`src/rtl/bcd_disp_pkg.sv`:
```
// Shared segment codes for the BCD display scanner.
// Segment order is {g,f,e,d,c,b,a}; all codes are active low (0 = lit).
package bcd_disp_pkg;

  localparam logic [6:0] SEG_0    = 7'h40;
  localparam logic [6:0] SEG_1    = 7'h79;
  localparam logic [6:0] SEG_2    = 7'h24;
  localparam logic [6:0] SEG_3    = 7'h30;
  localparam logic [6:0] SEG_4    = 7'h19;
  localparam logic [6:0] SEG_5    = 7'h12;
  localparam logic [6:0] SEG_6    = 7'h02;
  localparam logic [6:0] SEG_7    = 7'h78;
  localparam logic [6:0] SEG_8    = 7'h00;
  localparam logic [6:0] SEG_9    = 7'h10;
  // Non-decimal codes show a lone middle bar so corrupt digits stand out.
  localparam logic [6:0] SEG_DASH = 7'h3F;
  localparam logic [6:0] SEG_OFF  = 7'h7F;

endpackage

```
`src/rtl/bcd_to_7seg.sv`:
```
// Combinational BCD to 7-segment decoder (active low).
// Ports:
//   i_bcd  in  4  BCD digit; codes A..F decode to a dash
//   o_seg  out 7  {g,f,e,d,c,b,a}, 0 = segment lit
module bcd_to_7seg
  import bcd_disp_pkg::*;
(
  input  logic [3:0] i_bcd,
  output logic [6:0] o_seg
);

  always_comb begin
    o_seg = SEG_DASH;
    case (i_bcd)
      4'd0:    o_seg = SEG_0;
      4'd1:    o_seg = SEG_1;
      4'd2:    o_seg = SEG_2;
      4'd3:    o_seg = SEG_3;
      4'd4:    o_seg = SEG_4;
      4'd5:    o_seg = SEG_5;
      4'd6:    o_seg = SEG_6;
      4'd7:    o_seg = SEG_7;
      4'd8:    o_seg = SEG_8;
      4'd9:    o_seg = SEG_9;
      default: o_seg = SEG_DASH;
    endcase
  end

endmodule

```
`src/rtl/bcd_display_scanner.sv`:
```
// Multiplexed common-anode 7-segment scanner for a packed BCD digit set.
// A load strobe captures new digits into a staging register; the staged set
// moves into the displayed (shadow) set only at a frame boundary, so a frame
// never mixes old and new digits.
// Ports:
//   clk         in   1             rising-edge clock
//   rst         in   1             asynchronous, active-high reset
//   digits_in   in   4*NUM_DIGITS  packed BCD, digit i = [4i+3:4i]
//   dp_in       in   NUM_DIGITS    decimal point per digit, 1 = lit
//   load        in   1             capture digits_in/dp_in into staging
//   blank_lz    in   1             1 = blank leading zeros (sampled live)
//   seg         out  7             {g,f,e,d,c,b,a}, active low
//   dp          out  1             decimal point, active low
//   an          out  NUM_DIGITS    anode enables, active low, one-hot-low
//   frame_done  out  1             pulse: new digit set now in shadow
module bcd_display_scanner
  import bcd_disp_pkg::*;
#(
  parameter int NUM_DIGITS  = 4,
  parameter int REFRESH_DIV = 100000
) (
  input  logic                    clk,
  input  logic                    rst,
  input  logic [4*NUM_DIGITS-1:0] digits_in,
  input  logic [NUM_DIGITS-1:0]   dp_in,
  input  logic                    load,
  input  logic                    blank_lz,
  output logic [6:0]              seg,
  output logic                    dp,
  output logic [NUM_DIGITS-1:0]   an,
  output logic                    frame_done
);

  localparam int PRE_W = (REFRESH_DIV > 1) ? $clog2(REFRESH_DIV) : 1;
  localparam int IDX_W = (NUM_DIGITS > 1) ? $clog2(NUM_DIGITS) : 1;
  localparam logic [PRE_W-1:0] PRE_MAX = PRE_W'(REFRESH_DIV - 1);
  localparam logic [IDX_W-1:0] IDX_MAX = IDX_W'(NUM_DIGITS - 1);

  logic [PRE_W-1:0]        r_presc;
  logic [IDX_W-1:0]        r_idx;
  logic [4*NUM_DIGITS-1:0] r_staging;
  logic [NUM_DIGITS-1:0]   r_staging_dp;
  logic [4*NUM_DIGITS-1:0] r_shadow;
  logic [NUM_DIGITS-1:0]   r_shadow_dp;
  logic                    r_pending;
  logic [6:0]              r_seg;
  logic                    r_dp;
  logic [NUM_DIGITS-1:0]   r_an;
  logic                    r_frame_done;

  logic                    w_tick;
  logic                    w_boundary;
  logic [3:0]              w_digit;
  logic                    w_dp_sel;
  logic                    w_upper_zero;
  logic                    w_blank;
  logic [6:0]              w_seg_dec;
  logic [NUM_DIGITS-1:0]   w_an_next;

  assign w_tick     = (r_presc == PRE_MAX);
  assign w_boundary = w_tick && (r_idx == IDX_MAX);
  assign w_an_next  = ~(NUM_DIGITS'(1) << r_idx);

  // Select the current shadow digit and, walking down from the most
  // significant digit, note whether it and everything above it are zero.
  always_comb begin
    logic v_zero;
    w_digit      = 4'd0;
    w_dp_sel     = 1'b0;
    w_upper_zero = 1'b0;
    v_zero       = 1'b1;
    for (int i = NUM_DIGITS - 1; i >= 0; i--) begin
      v_zero = v_zero & (r_shadow[4*i +: 4] == 4'd0);
      if (r_idx == IDX_W'(i)) begin
        w_digit      = r_shadow[4*i +: 4];
        w_dp_sel     = r_shadow_dp[i];
        w_upper_zero = v_zero;
      end
    end
  end

  // Digit 0 always shows, so a value of zero still reads "0".
  assign w_blank = blank_lz && (r_idx != '0) && w_upper_zero;

  bcd_to_7seg u_dec (
    .i_bcd (w_digit),
    .o_seg (w_seg_dec)
  );

  always_ff @(posedge clk or posedge rst) begin
    if (rst) begin
      r_presc      <= '0;
      r_idx        <= '0;
      r_staging    <= '0;
      r_staging_dp <= '0;
      r_shadow     <= '0;
      r_shadow_dp  <= '0;
      r_pending    <= 1'b0;
      r_seg        <= SEG_OFF;
      r_dp         <= 1'b1;
      r_an         <= '1;
      r_frame_done <= 1'b0;
    end else begin
      r_presc      <= w_tick ? '0 : r_presc + 1'b1;
      r_frame_done <= 1'b0;

      if (w_tick) begin
        r_an  <= w_an_next;
        r_seg <= w_blank ? SEG_OFF : w_seg_dec;
        r_dp  <= ~w_dp_sel;
        r_idx <= (r_idx == IDX_MAX) ? '0 : r_idx + 1'b1;
      end

      // Boundary transfer takes the pre-edge staging contents.
      if (w_boundary && r_pending) begin
        r_shadow     <= r_staging;
        r_shadow_dp  <= r_staging_dp;
        r_pending    <= 1'b0;
        r_frame_done <= 1'b1;
      end

      // Placed last so a load on the boundary edge keeps pending set.
      if (load) begin
        r_staging    <= digits_in;
        r_staging_dp <= dp_in;
        r_pending    <= 1'b1;
      end
    end
  end

  assign seg        = r_seg;
  assign dp         = r_dp;
  assign an         = r_an;
  assign frame_done = r_frame_done;

endmodule

```
`config.mk`:
```
export PLATFORM = sky130hd
export DESIGN_NAME = bcd_display_scanner
export DESIGN_NICKNAME = d
export VERILOG_FILES = /design/src/rtl/bcd_disp_pkg.sv /design/src/rtl/bcd_to_7seg.sv /design/src/rtl/bcd_display_scanner.sv
export SDC_FILE = /design/constraint.sdc
export NUM_CORES = 1
export LEC_CHECK = 0
export ABC_CLOCK_PERIOD_IN_PS = 2400
export BUFFER_PORTS_ARGS = -buffer_cell sky130_fd_sc_hd__buf_2
export CAP_MARGIN = 15
export CORE_ASPECT_RATIO = 0.9
export CORE_UTILIZATION = 58
export CTS_CLUSTER_DIAMETER = 40
export DETAILED_ROUTE_END_ITERATION = 6
export PLACE_DENSITY = 0.75
export SYNTH_ARGS = -nofsm -noshare
export SYNTH_HDL_FRONTEND = slang
export SYNTH_SLANG_ARGS = --single-unit
```
`constraint.sdc`:
```
create_clock -name clk -period 2.4 [get_ports clk]
set_input_delay 0.12 -clock clk [delete_from_list [all_inputs] [get_ports clk]]
set_output_delay 0.12 -clock clk [all_outputs]
set_load 0.02 [all_outputs]
```
==> metrics.md <==
| Metric | Value |
|---|---|
| Final GP Congestion | `about 0.8` |
| Die area | `approximately 5900 um^2` |
| Period utilization | `91.58%` |
| Initial antenna violation count | `0` |
| Worst min path class | `in2reg` |
| Multi-input logic area | `approximately 1300 um^2` |
| First-pass GRT wire length | `about 9800 um` |
| Clock skew | `between 0.006 and 0.007 ns` |
| Initial Util | `slightly above 60%` |
| Largest net degree at the start of global routing | `between 70 and 80` |
| Setup Buffers After CTS | `0` |
| Die Span X | `between 80 and 90 um` |
| Synth cell count leaders | `dfrtp_1 (61), mux2_2 (41), nor2_1 (19)` |
| Non-Filler Instances | `about 390` |
| Root Driver | `clkbuf_8` |
| WHS | `approximately 0.013 ns` |
| Post-Syn Instances | `approximately 260` |
| CTS tree | `yes` |
| Post-synth top area share | `a little under half` |
| Routed Wire Length | `just under 6000 um` |
| Clock Path Buffers | `2` |
| Main synth FF type | `dfrtp_1` |
| Yosys warnings | `0` |
| Synthesized cell area | `3263 um^2` |
| Final Hold Vio Count | `0` |
| Tot GR Track Use | `a little under a quarter` |
| Avg Synthesized Cell Area | `roughly 13 um^2` |
| Htree depth | `3` |
| Hold Path End | `r_staging_dp[2]$_DFFE_PP0P_` |
| Fin Setup TNS | `0 ns` |
| Final Slew Violations | `0` |
| Syn_nets | `a little under 300` |
| FMAX | `roughly 450 MHz` |
| Die H | `73.16 um` |
| Critical path startpoint | `r_idx[1]$_DFFE_PP0N_` |
| Critical Path RT | `between 2 and 3 ns` |
| Layout area overhead | `19.56%` |
| # clock sinks | `73` |
| Peak VDD IR | `around 560 uV` |
| FP Rows | `25` |
| Min Tclk post-route | `between 2 and 2.5 ns` |
| Synth area leader | `dfrtp_1` |
| Share of layout cells above drive strength 1 | `a little under two fifths` |
| Clk slew on worst S/H paths | `~0.070 ns` |
| Worst slew margin | `roughly 67%` |
| Placed insts | `~360` |
| #FFs+latches synth | `73` |
| Fillcell total | `371` |
| Clk_lat worst skew | `0.35 ns` |
| Avg WL per Cell | `around 15 um` |
| Placed inst area | `between 3000 and 4000 um^2` |
| Final Core Density | `between 70 and 80%` |
| Global route overflow | `0` |
| Cell variety after synth | `between 40 and 50` |
| Vias | `approximately 2,200` |
| Worst setup EP type | `flip-flop` |
| Design area | `3901 um^2` |
| Vias in the first global route | `2,109` |
| Top cells by area, synth | `dfrtp_1 (47%), mux2_2 (14%), dfstp_2 (9.7%)` |
| CTS Buf Count | `9` |
| Nets | `between 300 and 400` |
| RSZ-0062 raised after global routing | `false` |
| DP HPWL | `between 3000 and 4000 um` |
| Post-DRT Antenna Nets | `0` |
| Placeable core area | `roughly 5300 um^2` |
| Setup CP Type | `reg2reg` |
| Status | `completed` |
| Sequential share of the synthesized area | `~56%` |
| Post-synth EDFFs | `0` |
| Port Buffers | `36` |
| Reg2reg start | `r_idx[1]$_DFFE_PP0N_` |
| WHS Path Cells | `2` |
| Drt pass-1 iters | `4` |
| Startpoint Class | `flip-flop` |
| DRC errors left | `0` |
| Critical path fanouts, max | `14` |
| Initial DRC Count | `95` |
| Top-count cell post-synth | `dfrtp_1` |
| Reg2reg end | `seg[0]$_DFFE_PP1N_` |
| Worst-Margin Slew | `between 0.4 and 0.5 ns` |
| Worst reg2reg path depth | `8` |
| Reg2reg setup slack | `between 0.2 and 0.25 ns` |
| Reg area | `around 1800 um^2` |
| DR vias/cell | `about 5.5` |
| Power per cell area | `564.5 nW/um^2` |
| HP Start | `dp_in[2]` |
| Top-level I/O count | `37` |
| Static Leak | `1.796 nW` |
| Asr flop ratio synth | `100.0%` |
| Diode count | `0` |
| Max Cap Viol | `0` |
| CP arrival | `2.49 ns` |
| Final setup fails | `0` |
## cell type report
| type | count | area share [%] |
|---|---|---|
| flip-flops and latches | 73 | 47.21 |
| multi-input cells | 162 | 33.80 |
| repair buffers | 64 | 11.55 |
| clock buffers | 11 | 3.624 |
| well taps | 67 | 2.149 |
| inverters | 12 | 1.155 |
| clock inverters | 4 | 0.5131 |
## worst max-delay path by stage
stage	end	slack (ns)	depth (start not counted)
finish	seg[0]$_DFFE_PP1N_	0.20	8
global route	seg[3]$_DFFE_PP1N_	0.03	8
CTS	seg[4]$_DFFE_PP1N_	0.18	7
detailed placement	seg[4]$_DFFE_PP1N_	0.19	7
global placement	seg[4]$_DFFE_PP1N_	0.28	7
floorplan	seg[4]$_DFFE_PP1N_	0.26	8
## cells by family after synthesis
group | Yosys count | synth area share [%]
buf+inv | 24 | 3.221
xor+xnor | 16 | 4.295
simple gates | 67 | 10.97
mux | 42 | 14.46
compound gates | 31 | 8.321
flops | 73 | 56.44
fa+ha+maj | 6 | 2.301
## metrics by stage
| step | setup WS, ns | power, mW |
|---|---|---|
| after floorplan | 0.2605 | 1.356 |
| after global routing | 0.03109 | 2.288 |
| after detailed placement | 0.1869 | 1.397 |
| after CTS | 0.1760 | 2.227 |
| after global placement | 0.2760 | 1.392 |
| final | 0.2022 | 2.202 |
## where the power goes
| group | total, mW | internal (mW) | switching (mW) |
|---|---|---|---|
| sequential | 1.28 | 1.26 | 0.0179 |
| clock | 0.807 | 0.390 | 0.417 |
| combinational | 0.113 | 0.0668 | 0.0457 |
## registers in the layout (all words and copies together), names as in the netlist
name          cells
seg               7
r_staging_dp      4
r_shadow         16
frame_done        1
r_idx             2
r_presc          17
r_shadow_dp       4
an                4
r_pending         1
r_staging        16
dp                1
## critical path, cell delays in order, from the launching register on
cell and delay (ns):
dfrtp_1 0.41, inv_1 0.11, ha_1 0.47, a211oi_1 0.10, a221o_1 0.36, buf_4 0.17
xor2_1 0.16, nor3b_1 0.22, o22a_1 0.15
## routing by layer
layer	global-route usage, %	vias up	wire length [um]
li1	-	1039	-
met1	29.13	1066	2802
met3	7.625	11	207
met4	9.127	0	93
met2	35.67	39	2769
met5	0	-	0
## repair_timing
| item | in CTS | in global routing |
|---|---|---|
| setup endpoints to repair | 0 | 1 |
| gates resized for setup | 0 | 1 |
| hold buffers | 18 | 1 |
| hold endpoints to repair | 78 | 1 |
## cells in the final DEF, fill, tap and decap left out, drive strengths merged, types with 2 or more instances in the layout
cell         count
a211oi           3
a21oi            6
a221o            2
a221oi           3
buf             45
clkbuf          11
clkinv           4
dfrtp           61
dfstp           12
dlygate4sd3     19
ha               6
inv             12
mux2            41
nand2            9
nand2b           3
nand3            9
nand3b           3
nand4            3
nor2            19
nor2b            4
nor3             4
nor3b            4
nor4             2
o21ai            3
o22a             5
xnor2            8
xor2             8
Note: power is estimated with default switching activity, not from simulation.
